### src/rtl/fu_issue_queue_pkg.sv
// Shared types and helpers for the RS->FU issue queue: micro-op layout and ROB age compare.
package fu_issue_queue_pkg;

    localparam int unsigned FU_NUM  = 4;
    localparam int unsigned ROB_W   = 6;
    localparam int unsigned PHYS_W  = 6;
    localparam int unsigned EPOCH_W = 2;

    typedef struct packed {
        logic [ROB_W-1:0]   rob_idx;
        logic [PHYS_W-1:0]  prs1;
        logic [PHYS_W-1:0]  prs2;
        logic [PHYS_W-1:0]  prd;
        logic [7:0]         opcode;
        logic [EPOCH_W-1:0] epoch;
    } rs_uop_t;

    // Ages are distances from the ROB head, so the ROB_W-bit subtract handles index wrap.
    function automatic logic rob_is_younger(input logic [ROB_W-1:0] idx,
                                            input logic [ROB_W-1:0] ref_idx,
                                            input logic [ROB_W-1:0] head);
        logic [ROB_W-1:0] age_idx;
        logic [ROB_W-1:0] age_ref;
        age_idx = idx - head;
        age_ref = ref_idx - head;
        return age_idx > age_ref;
    endfunction

endpackage

### src/rtl/fu_issue_fifo.sv
// One issue channel: circular buffer with live bits for selective kill, optional bypass when empty.
module fu_issue_fifo
    import fu_issue_queue_pkg::*;
#(
    parameter int unsigned DEPTH  = 2,
    parameter bit          BYPASS = 1'b1
) (
    input  logic                         i_clk,
    input  logic                         i_rst,
    input  logic                         i_in_valid,
    output logic                         o_in_ready,
    input  rs_uop_t                      i_in_uop,
    output logic                         o_out_valid,
    input  logic                         i_out_ready,
    output rs_uop_t                      o_out_uop,
    input  logic                         i_flush_valid,
    input  logic                         i_recover_valid,
    input  logic [ROB_W-1:0]             i_recover_rob_idx,
    input  logic [ROB_W-1:0]             i_rob_head_idx,
    output logic [$clog2(DEPTH+1)-1:0]   o_occupancy
);

    localparam int unsigned PTR_W = (DEPTH > 1) ? $clog2(DEPTH) : 1;
    localparam int unsigned CNT_W = $clog2(DEPTH + 1);
    localparam logic [PTR_W-1:0] PTR_LAST = PTR_W'(DEPTH - 1);
    localparam logic [CNT_W-1:0] CNT_FULL = CNT_W'(DEPTH);

    rs_uop_t          r_uop [DEPTH];
    logic [DEPTH-1:0] r_live;
    logic [PTR_W-1:0] r_rd_ptr;
    logic [PTR_W-1:0] r_wr_ptr;
    logic [CNT_W-1:0] r_count;

    logic             w_empty;
    logic             w_head_live;
    logic             w_drop_in;
    logic             w_bypass;
    logic             w_bypass_take;
    logic             w_push;
    logic             w_pop;
    logic [DEPTH-1:0] w_kill;

    function automatic logic [PTR_W-1:0] ptr_inc(input logic [PTR_W-1:0] ptr);
        return (ptr == PTR_LAST) ? '0 : ptr + 1'b1;
    endfunction

    always_comb begin
        w_empty     = (r_count == '0);
        w_head_live = r_live[r_rd_ptr];
        w_drop_in   = i_recover_valid
                      && rob_is_younger(i_in_uop.rob_idx, i_recover_rob_idx, i_rob_head_idx);
        w_bypass    = BYPASS && w_empty && i_in_valid && !w_drop_in;
        o_out_valid = !i_rst && !i_flush_valid && ((!w_empty && w_head_live) || w_bypass);
        o_out_uop   = w_empty ? i_in_uop : r_uop[r_rd_ptr];
        o_in_ready  = !i_rst && ((r_count < CNT_FULL) || (o_out_valid && i_out_ready));
        // A bypassed uop taken by the FU in the same cycle never occupies a slot.
        w_bypass_take = w_bypass && o_out_valid && i_out_ready;
        w_push      = i_in_valid && o_in_ready && !w_drop_in && !i_flush_valid && !w_bypass_take;
        w_pop       = !w_empty && (i_out_ready || !w_head_live);
        for (int i = 0; i < DEPTH; i++) begin
            w_kill[i] = i_recover_valid
                        && rob_is_younger(r_uop[i].rob_idx, i_recover_rob_idx, i_rob_head_idx);
        end
        o_occupancy = r_count;
    end

    always_ff @(posedge i_clk or posedge i_rst) begin
        if (i_rst) begin
            r_rd_ptr <= '0;
            r_wr_ptr <= '0;
            r_count  <= '0;
            r_live   <= '0;
        end else if (i_flush_valid) begin
            r_rd_ptr <= '0;
            r_wr_ptr <= '0;
            r_count  <= '0;
            r_live   <= '0;
        end else begin
            // Killed slots stay allocated as bubbles; the push below may reuse a freed slot.
            r_live <= r_live & ~w_kill;
            if (w_push) begin
                r_live[r_wr_ptr] <= 1'b1;
                r_wr_ptr         <= ptr_inc(r_wr_ptr);
            end
            if (w_pop) begin
                r_rd_ptr <= ptr_inc(r_rd_ptr);
            end
            if (w_push && !w_pop) begin
                r_count <= r_count + 1'b1;
            end else if (!w_push && w_pop) begin
                r_count <= r_count - 1'b1;
            end
        end
    end

    always_ff @(posedge i_clk) begin
        if (w_push) begin
            r_uop[r_wr_ptr] <= i_in_uop;
        end
    end

endmodule

### src/rtl/fu_issue_queue.sv
// RS->FU issue decoupling: NUM_CH independent channels, PRF read addresses driven from each head.
module fu_issue_queue
    import fu_issue_queue_pkg::*;
#(
    parameter int unsigned NUM_CH = FU_NUM,
    parameter int unsigned DEPTH  = 2,
    parameter bit          BYPASS = 1'b1
) (
    input  logic                                      i_clk,
    input  logic                                      i_rst,
    input  logic    [NUM_CH-1:0]                      i_in_valid,
    output logic    [NUM_CH-1:0]                      o_in_ready,
    input  rs_uop_t [NUM_CH-1:0]                      i_in_uop,
    output logic    [NUM_CH-1:0]                      o_out_valid,
    input  logic    [NUM_CH-1:0]                      i_out_ready,
    output rs_uop_t [NUM_CH-1:0]                      o_out_uop,
    output logic    [NUM_CH-1:0][PHYS_W-1:0]          o_raddr1,
    output logic    [NUM_CH-1:0][PHYS_W-1:0]          o_raddr2,
    input  logic                                      i_flush_valid,
    input  logic                                      i_recover_valid,
    input  logic    [ROB_W-1:0]                       i_recover_rob_idx,
    input  logic    [ROB_W-1:0]                       i_rob_head_idx,
    output logic    [NUM_CH-1:0][$clog2(DEPTH+1)-1:0] o_occupancy,
    output logic                                      o_busy
);

    for (genvar g = 0; g < NUM_CH; g++) begin : g_ch
        fu_issue_fifo #(
            .DEPTH  (DEPTH),
            .BYPASS (BYPASS)
        ) u_fifo (
            .i_clk             (i_clk),
            .i_rst             (i_rst),
            .i_in_valid        (i_in_valid[g]),
            .o_in_ready        (o_in_ready[g]),
            .i_in_uop          (i_in_uop[g]),
            .o_out_valid       (o_out_valid[g]),
            .i_out_ready       (i_out_ready[g]),
            .o_out_uop         (o_out_uop[g]),
            .i_flush_valid     (i_flush_valid),
            .i_recover_valid   (i_recover_valid),
            .i_recover_rob_idx (i_recover_rob_idx),
            .i_rob_head_idx    (i_rob_head_idx),
            .o_occupancy       (o_occupancy[g])
        );
    end

    always_comb begin
        o_busy = 1'b0;
        for (int c = 0; c < NUM_CH; c++) begin
            o_raddr1[c] = o_out_valid[c] ? o_out_uop[c].prs1 : '0;
            o_raddr2[c] = o_out_valid[c] ? o_out_uop[c].prs2 : '0;
            o_busy      = o_busy || (o_occupancy[c] != '0);
        end
    end

endmodule

### config.mk
export PLATFORM = sky130hd
export DESIGN_NAME = fu_issue_queue
export DESIGN_NICKNAME = d
export VERILOG_FILES = /design/src/rtl/fu_issue_queue_pkg.sv /design/src/rtl/fu_issue_fifo.sv /design/src/rtl/fu_issue_queue.sv
export SDC_FILE = /design/constraint.sdc
export NUM_CORES = 1
export LEC_CHECK = 0
export ABC_AREA = 1
export BUFFER_PORTS_ARGS = -buffer_cell sky130_fd_sc_hd__buf_2
export CORE_ASPECT_RATIO = 1.2
export CORE_MARGIN = 2
export CORE_UTILIZATION = 50
export DETAILED_ROUTE_END_ITERATION = 10
export PLACE_DENSITY = 0.74
export SLEW_MARGIN = 10
export SYNTH_ARGS = -nofsm -noshare
export SYNTH_HDL_FRONTEND = slang
export SYNTH_SLANG_ARGS = --single-unit
export TNS_END_PERCENT = 10
### constraint.sdc
create_clock -name i_clk -period 4.4 [get_ports i_clk]
set_input_delay 0 -clock i_clk [delete_from_list [all_inputs] [get_ports i_clk]]
set_output_delay 0 -clock i_clk [all_outputs]
set_load 0.02 [all_outputs]
**Word-level counts from Yosys, hierarchy flattened**

Memories as Yosys holds them, arrays and structs flattened.
Cells that the tools add are included.

- Register bits after elaboration: 24
- Bits in writable memories: 272
- Output and inout port bits: 201
- Word-level logic and storage cells: 307
- Memories kept: 4

- Add/sub/neg operators: 29
- $lt $le $gt $ge: 28
- Mux-type cells: 80
- Bitwise logic cells: 12
- Reduce and logical (&&, ||, !) cells: 138

Memory list:

| name | words | bits a word | rd ports | clocked after Yosys merged registers in | wr ports | RTL line | source |
|---|---|---|---|---|---|---|---|
| g_ch[0].u_fifo.r_uop | 2 | 34 | 3 | 0 | 1 | fu_issue_fifo.sv:28 | `rs_uop_t r_uop [DEPTH];` |
| g_ch[1].u_fifo.r_uop | 2 | 34 | 3 | 0 | 1 | fu_issue_fifo.sv:28 |  |
| g_ch[2].u_fifo.r_uop | 2 | 34 | 3 | 0 | 1 | fu_issue_fifo.sv:28 |  |
| g_ch[3].u_fifo.r_uop | 2 | 34 | 3 | 0 | 1 | fu_issue_fifo.sv:28 |  |

Operators by type and width:

| operator | number |
|---|---|
| 2-to-1 mux 34 bit | 4 |
| subtractor 6 bit | 13 |
| logical AND 1 bit | 77 |
| greater-than comparator 6 bit | 12 |
| 2-to-1 mux 6 bit | 8 |
| 2-to-1 mux 1 bit | 44 |
| 2-to-1 mux 2 bit | 20 |
| logical NOT 1 bit | 26 |
| nonzero test 2 bit | 12 |
| less-than comparator 1 x 2 -> 1 bit (second input constant) | 8 |
| logical OR 1 bit | 15 |
| nonzero test 3 bit | 4 |
| adder 1 bit (second input constant) | 8 |
| adder 2 x 1 -> 2 bit (second input constant) | 4 |
| bitwise AND 2 bit | 4 |
| logical NOT 2 bit | 4 |
| less-than comparator 2 bit (second input constant) | 4 |
| inverter 2 bit | 4 |
| OR 2 bit | 4 |
| subtractor 2 x 1 -> 2 bit (second input constant) | 4 |
| demux 1 bit (select 1 bit) | 4 |
| greater-or-equal comparator 1 bit (second input constant) | 4 |

**Logic depth before layout (Yosys ltp)**

Gate-level depths: netlist of run 1.

- Depth after elaboration: 19
- Mapped depth: 27
- Mapped depth without buffers: 26

**Hierarchy**

From an unflattened synthesis of run 1, not the netlist that was laid out.

- Cell total of the unflattened synthesis: 1,961
- Area, all modules: 17,862.1 um^2

Modules (own cells, without submodules):

| module | instances | cells each | area each (um^2) | seq. area each (um^2) |
|---|---|---|---|---|
| fu_issue_fifo at g_ch[0].u_fifo ... | 3 | 462 | 4,349.2 | 2,192.1 |
| fu_issue_fifo at g_ch[3].u_fifo | 1 | 460 | 4,352.9 | 2,192.1 |
| fu_issue_queue | 1 | 115 | 461.7 | 0.0 |

**Least setup slack after synthesis of run 1**

OpenSTA, ideal clock, no wires.

- Path kind: input-to-reg
- Start point: input i_rob_head_idx[1]
- End point: memory g_ch[1].u_fifo.r_uop[0][0] (netlist bit), enable pin
- Library setup time: 0.400 ns
- Arrival: 4.199 ns
- Data required time: 4.000 ns
- Slack: -0.199 ns
- Cell stages on the path: 20
- Buffers on the path: 0
- Cells stage by stage: inv_1 ha_1 nand3_1 nand2_1 nand2_1 nand2_1 a21oi_1 xor2_1 ha_1 inv_1 o21bai_1 nor2_2 nand2_1 nand2_2 nand2_1 nand2_2 nand3_2 nand2_2 nand3_4 nor2_2

- Longest elaborated chain between the ends: 16
- Elaborated cells between the ends (all ways): 20
- Those cells by class: add/sub (2); order compare (1); mux (2); reduce/logical (15)

RTL lines:

| element | RTL line | source |
|---|---|---|
| start, declared | fu_issue_queue.sv:22 | `input logic [ROB_W-1:0] i_rob_head_idx,` |
| subtractor 6 bit (on tied branches) | fu_issue_queue_pkg.sv:24, fu_issue_queue_pkg.sv:25 |  |
| greater-than comparator 6 bit (*) | fu_issue_queue_pkg.sv:26 | `return age_idx > age_ref;` |
| logical AND 1 bit (*) | fu_issue_fifo.sv:51 | `&& rob_is_younger(i_in_uop.rob_idx, i_recover_rob_idx, i_rob_head_idx);` |
| logical NOT 1 bit (*) | fu_issue_fifo.sv:52, fu_issue_fifo.sv:58 |  |
| logical AND 1 bit | fu_issue_fifo.sv:52 | `w_bypass = BYPASS && w_empty && i_in_valid && !w_drop_in;` |
| logical OR 1 bit | fu_issue_fifo.sv:53 | `o_out_valid = !i_rst && !i_flush_valid && ((!w_empty && w_head_live) \|\| w_bypass);` |
| logical AND 1 bit | fu_issue_fifo.sv:53 |  |
| logical AND 1 bit | fu_issue_fifo.sv:55 | `o_in_ready = !i_rst && ((r_count < CNT_FULL) \|\| (o_out_valid && i_out_ready));` |
| logical OR 1 bit | fu_issue_fifo.sv:55 |  |
| logical AND 1 bit | fu_issue_fifo.sv:55 |  |
| logical AND 1 bit (3 in series) | fu_issue_fifo.sv:58 | `w_push = i_in_valid && o_in_ready && !w_drop_in && !i_flush_valid && !w_bypass_take;` |
| logical AND 1 bit (*) | fu_issue_fifo.sv:58 |  |
| 2-to-1 mux 1 bit (*) | fu_issue_fifo.sv:97 | `if (w_push) begin` |
| 2-to-1 mux 1 bit (implied by the code) (*) | fu_issue_fifo.sv:98 | `r_uop[r_wr_ptr] <= i_in_uop;` |
| end, declared | fu_issue_fifo.sv:28 |  |

Mark *: on every way between the ends. The rest lies on a longest branch, timed or not.

**Worst setup path after layout of run 1**

- Start point: input i_in_uop[98] (netlist bit)
- End point: memory g_ch[2].u_fifo.r_uop[0][11] (netlist bit), enable pin

- Longest elaborated chain between the ends: 16
- Elaborated cells between the ends (all ways): 19
- Those cells by class: add/sub (1); order compare (1); mux (2); reduce/logical (15)

RTL lines:

| element | RTL line | source |
|---|---|---|
| start, declared | fu_issue_queue.sv:13 | `input rs_uop_t [NUM_CH-1:0] i_in_uop,` |
| subtractor 6 bit (*) | fu_issue_queue_pkg.sv:24 | `age_idx = idx - head;` |
| greater-than comparator 6 bit (*) | fu_issue_queue_pkg.sv:26 |  |
| logical AND 1 bit (*) | fu_issue_fifo.sv:51 |  |
| logical NOT 1 bit (*) | fu_issue_fifo.sv:52, fu_issue_fifo.sv:58 |  |
| logical AND 1 bit | fu_issue_fifo.sv:52 |  |
| logical OR 1 bit | fu_issue_fifo.sv:53 |  |
| logical AND 1 bit | fu_issue_fifo.sv:53 |  |
| logical AND 1 bit | fu_issue_fifo.sv:55 |  |
| logical OR 1 bit | fu_issue_fifo.sv:55 |  |
| logical AND 1 bit | fu_issue_fifo.sv:55 |  |
| logical AND 1 bit (3 in series) | fu_issue_fifo.sv:58 |  |
| logical AND 1 bit (*) | fu_issue_fifo.sv:58 |  |
| 2-to-1 mux 1 bit (*) | fu_issue_fifo.sv:97 |  |
| 2-to-1 mux 1 bit (implied by the code) (*) | fu_issue_fifo.sv:98 |  |
| end, declared | fu_issue_fifo.sv:28 |  |

Marks and branches as above.

==> metrics.txt, run 1 <==
status finished clean; r2r startpoint g_ch[2].u_fifo.r_rd_ptr; Max Buffers Root-to-Sink 3; num rows 74; CTS hold repair buffers 143; placed cells 2574; Critical Path Fanout Max 33; Slew Limit Headroom 0.512; H-tree depth 1; Wirelength per Cell 17.1 µm; YS warnings 0; worst reg2reg setup slack 1490 ps; final instance area 21800 µm²; fill cell count 2734; CTS Buf Count 30; Mapped Nets 2087; TritonCTS clock tree done; CP endpoint g_ch[2].u_fifo.r_uop[0][11]; layout cell share with drive strength beyond 1 0.221; VDD IR-drop max 588 µV; DRC 0; Post-CTS Setup Inserts 0; GRT Residual Overflow 0; Critical Path Start Type input pin; hold_ws 38.9 ps; largest net degree at the start of global routing 38; final worst-path cycle share 0.823; setup ws final 778 ps; hold-critical path depth 8; Hold Path Class input pin to flip-flop; final WL 47400 µm; fin cells 2772; die area 35500 µm²; first-pass GRT wire length 73400 µm; Area Overhead vs Synth 28.4%; Final min period 3620 ps; final hold vios 0; endpoints failing setup 0; PwrDens 562 nW/µm²; drt initial violations 929; port bufs 360; NumNets Final 2583; FMAX 276 MHz; vias per inst 5.35; Area after DPL 19400 µm²; CP Capture Type flip-flop; antenna violations before repair 2; max-slew violations 0; Clk pin slew, worst setup/hold paths 60 ps; post-cts resize count 0; RSZ-0062 raised after global routing false; IO Count 361; number of global-route vias before repair 14600; Die Ht 206 µm; Post-Route Skew 8.55 ps; Post-Synthesis Cells 1797; Critical Path AT 3820 ps; LEAKAGE 9.95 nW; utilization after layout 0.646; routed via count 14800; worst path required time 4600 ps; RD Place Congestion 0.900; Seq/Total Area, Yosys 0.516; worst r2r path cells 11; dpl ws 428 ps; CTS Root Cell clkbuf_16; chip width 172 µm; RR Endpoint g_ch[2].u_fifo.r_uop[0][11]; Syn Std Cell Area 17000 µm²; Worst-Margin Slew 732 ps; initial core utilization 0.503; first drt pass iteration count 5; Max-Cap Viols 0; All-Layer GR Usage 0.260; Cell variety after synth 42; Sink Count 296; Synth Register Bits 296; Core ar. 33800 µm²; ANT nets after route 0; Post-DP HPWL 32000 µm; critical path class input pin to flip-flop; crit path from i_in_uop[98]; clock latency on the worst-skew pair 560 ps; Post-Syn Area per Cell 9.46 µm²; diode count 0
## power by group
| part | leakage, nW | switching, mW | internal, mW | total, mW |
|---|---|---|---|---|
| Combinational | 6.69 | 4.35 | 1.99 | 6.34 |
| Clock | 0.480 | 1.03 | 1.52 | 2.55 |
| Sequential | 2.78 | 0.129 | 3.24 | 3.37 |
## layer usage
| layer | GRT usage | part of all wire |
|---|---|---|
| met3 | 0.0320 | 0.060 |
| met5 | 0 | 0.00027 |
| met1 | 0.320 | 0.41 |
| met2 | 0.469 | 0.50 |
| met4 | 0.0882 | 0.028 |
## flip-flops by register name (all words and copies together), names as in the netlist
| signal | cells |
|---|---|
| g_ch.u_fifo.o_occupancy | 8 |
| g_ch.u_fifo.r_live | 8 |
| g_ch.u_fifo.r_rd_ptr | 4 |
| g_ch.u_fifo.r_uop | 272 |
| g_ch.u_fifo.r_wr_ptr | 4 |
## layout make-up
class	count	area, µm²	area share
Clock buffer	41	813	0.0373
Clock inverter	14	169	0.00774
Inverter	148	556	0.0255
Multi-Input combinational cell	1272	7360	0.337
Sequential cell	296	8770	0.402
Tap cell	456	571	0.0261
Timing Repair Buffer	545	3590	0.164
## cells by family after synthesis
kind of cell    synth area share
simple gates               0.179
compound gates             0.124
flops                      0.516
buf+inv                   0.0534
fa+ha+maj                  0.101
xor+xnor                  0.0263
mux                     0.000589
## how the worst min path moves through the flow
stage	startpoint	slack, ps	endpoint
after floorplan	i_rst	-50	g_ch[0].u_fifo.o_occupancy[0]
after global placement	i_rst	90	g_ch[0].u_fifo.o_occupancy[0]
after detailed placement	i_rst	90	g_ch[0].u_fifo.o_occupancy[0]
after CTS	i_in_valid[1]	8	g_ch[1].u_fifo.r_wr_ptr
after global routing	i_in_valid[2]	60	g_ch[2].u_fifo.r_wr_ptr
final	i_in_valid[1]	40	g_ch[1].u_fifo.r_wr_ptr
## layout by cell type (no fill, tap or decap), types with 4 or more instances in the layout
master,instances
or2_2,12
inv_2,7
a21oi_1,349
nand4_1,13
nand2_2,18
and3_1,48
buf_2,360
xor2_1,39
fa_1,13
clkbuf_1,10
bufinv_16,4
o21bai_1,7
buf_4,39
o21ai_1,8
nand2_1,312
inv_1,134
o21ai_0,30
dlygate4sd3_1,143
edfxtp_1,272
xnor2_1,12
nor2_1,169
nand3_1,72
a31oi_1,4
nor2_2,10
dfrtp_1,24
clkinv_1,11
ha_1,117
nand3_2,9
clkinv_2,5
clkbuf_16,31
nor2_4,6
## synthesized netlist by cell type (all sizes together)
cell    count  area, µm²
buf        26        146
fa         13        260
clkinv      7       26.3
nand3      84        503
mux2i       1       10.0
a21o        1       7.51
o31ai       2       15.0
o221ai      1       8.76
inv       141        529
o211ai      3       22.5
xnor2      12        105
o22ai       1       6.26
nor2      185        729
a21boi      3       22.5
nor4        2       12.5
nand3b      3       22.5
xor2       39        342
nand2     332       1310
or2        12       75.1
nor3        1       10.0
clkbuf     55        206
and3       48        300
dfrtp      24        601
nand4      13       81.3
ha        117       1460
a31oi       4       25.0
o21bai      7       52.6
a21oi     350       1760
edfxtp    272       8170
o21ai      38        190
## stage by stage
stage | power (mW) | TNS, ps
finish | 12.3 | 0
CTS | 12.3 | 0
detailed placement | 9.64 | 0
floorplan | 7.61 | -14090
global route | 13.0 | 0
global placement | 9.54 | 0
## worst max-delay path: stages
cell and delay [ps]:
dlygate4sd3_1 540, buf_2 170, ha_1 370, a21oi_1 190
nand2_1 70, nand2_1 70, nand2_1 50, a21oi_1 150
xor2_1 180, ha_1 270, inv_1 60, o21bai_1 70
nor2_1 110, nand2_1 70, nand2_2 80, nand2_2 60
nand2_2 190, nand3_1 100, nand2_1 80, nand2_2 70
nor2_2 220, nand2_1 120, inv_1 100, buf_4 410
No activity file was read; power rests on OpenSTA's default activity.
==> run 2, diff against run 1 <==
==> constraint.sdc (replaced) <==
create_clock -name i_clk -period 3.54 [get_ports i_clk]
set_input_delay 0 -clock i_clk [delete_from_list [all_inputs] [get_ports i_clk]]
set_output_delay 0 -clock i_clk [all_outputs]
set_load 0.02 [all_outputs]
==> metrics.txt, run 2 (synthesis gave the netlist of run 1 again) <==
CP endpoint g_ch[2].u_fifo.r_uop[0][13]; CTS Root Cell clkbuf_16; antenna violations before repair 4; first-pass GRT wire length 74000 µm; routed via count 15000; final hold vios 0; layout cell share with drive strength beyond 1 0.236; GRT Residual Overflow 0; Sink Count 296; fill cell count 2637; RD Place Congestion 0.914; most common library cell in the layout ignoring fill and taps buf_2; IO Count 361; Slew Limit Headroom 0.411; die area 35500 µm²; vias per inst 5.38; Post-CTS Setup Inserts 0; port bufs 360; most frequent cells in the layout buf_2 (360), a21oi_1 (347), nand2_1 (312); LEAKAGE 10.0 nW; Area Overhead vs Synth 30.9%; TritonCTS clock tree done; first drt pass iteration count 6; post-cts resize count 0; Hold Path Class input pin to flip-flop; largest net degree at the start of global routing 38; RR Endpoint g_ch[1].u_fifo.r_live[1]; placed cells 2589; multi-input combinational cell area 7430 µm²; endpoints failing setup 0; FMAX 311 MHz; most flop-heavy register g_ch.u_fifo.r_uop; PwrDens 696 nW/µm²; VDD IR-drop max 648 µV; chip width 172 µm; FF/Latch Area 8770 µm²; critical path class input pin to flip-flop; CTS Buf Count 30; fin cells 2793; total power 15.5 mW; worst reg2reg setup slack 890 ps; Core ar. 33800 µm²; DRC 0; Critical Path Start Type input pin; H-tree depth 1; Critical Path Fanout Max 19; worst path required time 3810 ps; r2r startpoint g_ch[1].u_fifo.r_uop[1][28]; Post-Route Skew 13.5 ps; initial core utilization 0.503; crit path from i_in_uop[98]; Max Buffers Root-to-Sink 3; Die Ht 206 µm; final worst-path cycle share 0.908; All-Layer GR Usage 0.265; max-slew violations 0; number of global-route vias before repair 14700; Wirelength per Cell 17.3 µm; Clk pin slew, worst setup/hold paths 70 ps; Worst-Margin Slew 882 ps; Max-Cap Viols 0; max FFs per register 272; RSZ-0062 raised after global routing false; clock latency on the worst-skew pair 570 ps; worst r2r path cells 15; num rows 74; drt initial violations 971; Critical Path AT 3480 ps; Post-DP HPWL 32900 µm; final WL 48400 µm; ANT nets after route 0; status finished clean; Final min period 3210 ps; utilization after layout 0.658; NumNets Final 2600; CP Capture Type flip-flop
[run 2: cell count changes in the layout (fill, tap and decap cells not counted), sizes merged]
cell / change
bufinv: -1
diode: +3
inv: -7
clkinvlp: +10
buf: +15
clkinv: -6
clkbuf: +6
dlygate4sd3: +1
[run 2: power by group]
group	internal [mW]	switching, mW
clock	1.97	1.32
sequential	4.03	0.189
combinational	2.56	5.43
[run 2: timing repair]
item	in CTS	in global routing
setup endpoints to repair	0	3
hold endpoints to repair	312	0
hold buffers	144	0
[run 2: how the worst min path moves through the flow]
stage	from	endpoint	slack, ps	depth (start not counted)
after floorplan	i_rst	g_ch[0].u_fifo.o_occupancy[0]	-50	1
after global placement	i_rst	g_ch[0].u_fifo.o_occupancy[0]	110	2
after detailed placement	i_rst	g_ch[0].u_fifo.o_occupancy[1]	110	2
after CTS	i_in_valid[2]	g_ch[2].u_fifo.r_wr_ptr	50	6
after global routing	i_in_valid[2]	g_ch[2].u_fifo.r_wr_ptr	80	6
final	i_in_valid[2]	g_ch[2].u_fifo.r_wr_ptr	70	6
[run 2: stage by stage]
stage               hold slack, ps  area, µm²  TNS [ps]  worst slack (ps)
global placement               113      19700         0              79.7
finish                        72.8      22300         0               327
detailed placement             114      19700      -638             -25.3
floorplan                    -48.9      17100    -39860              -190
CTS                           45.3      22200         0               335
global route                  78.0      22200         0              14.6
[run 2: critical path, cell delays in order]
cell and delay (ps):
dlygate4sd3_1 540, buf_2 160, ha_1 370, a21oi_1 220
nand2_1 80, nand2_1 90, nand2_1 50, a21oi_1 160
xor2_1 170, ha_1 270, nand3_2 100, nor2_1 50
nor2_1 80, nand2_1 70, nand2_2 70, nand2_2 60
nand2_2 60, nand3_1 60, nand2_1 110, nand2_2 80
nor2_4 170, nand2_1 140, clkinvlp_4 140, buf_12 170
[run 2: final cells by class]
cell class                 count  share of cell area
clock inverter                10             0.00647
tap                          456              0.0256
antenna                        3            0.000337
multi-input combinational   1272               0.334
clock buffer                  46              0.0405
timing repair buffer         562               0.173
sequential                   296               0.394
inverter                     148              0.0261
[run 2: layer usage]
metal	GRT usage	vias to the layer above	share of wire
met1	0.319	7172	0.40
met2	0.478	523	0.51
met5	0	-	0.00027
met3	0.0456	87	0.062
li1	-	7238	-
met4	0.0897	2	0.028
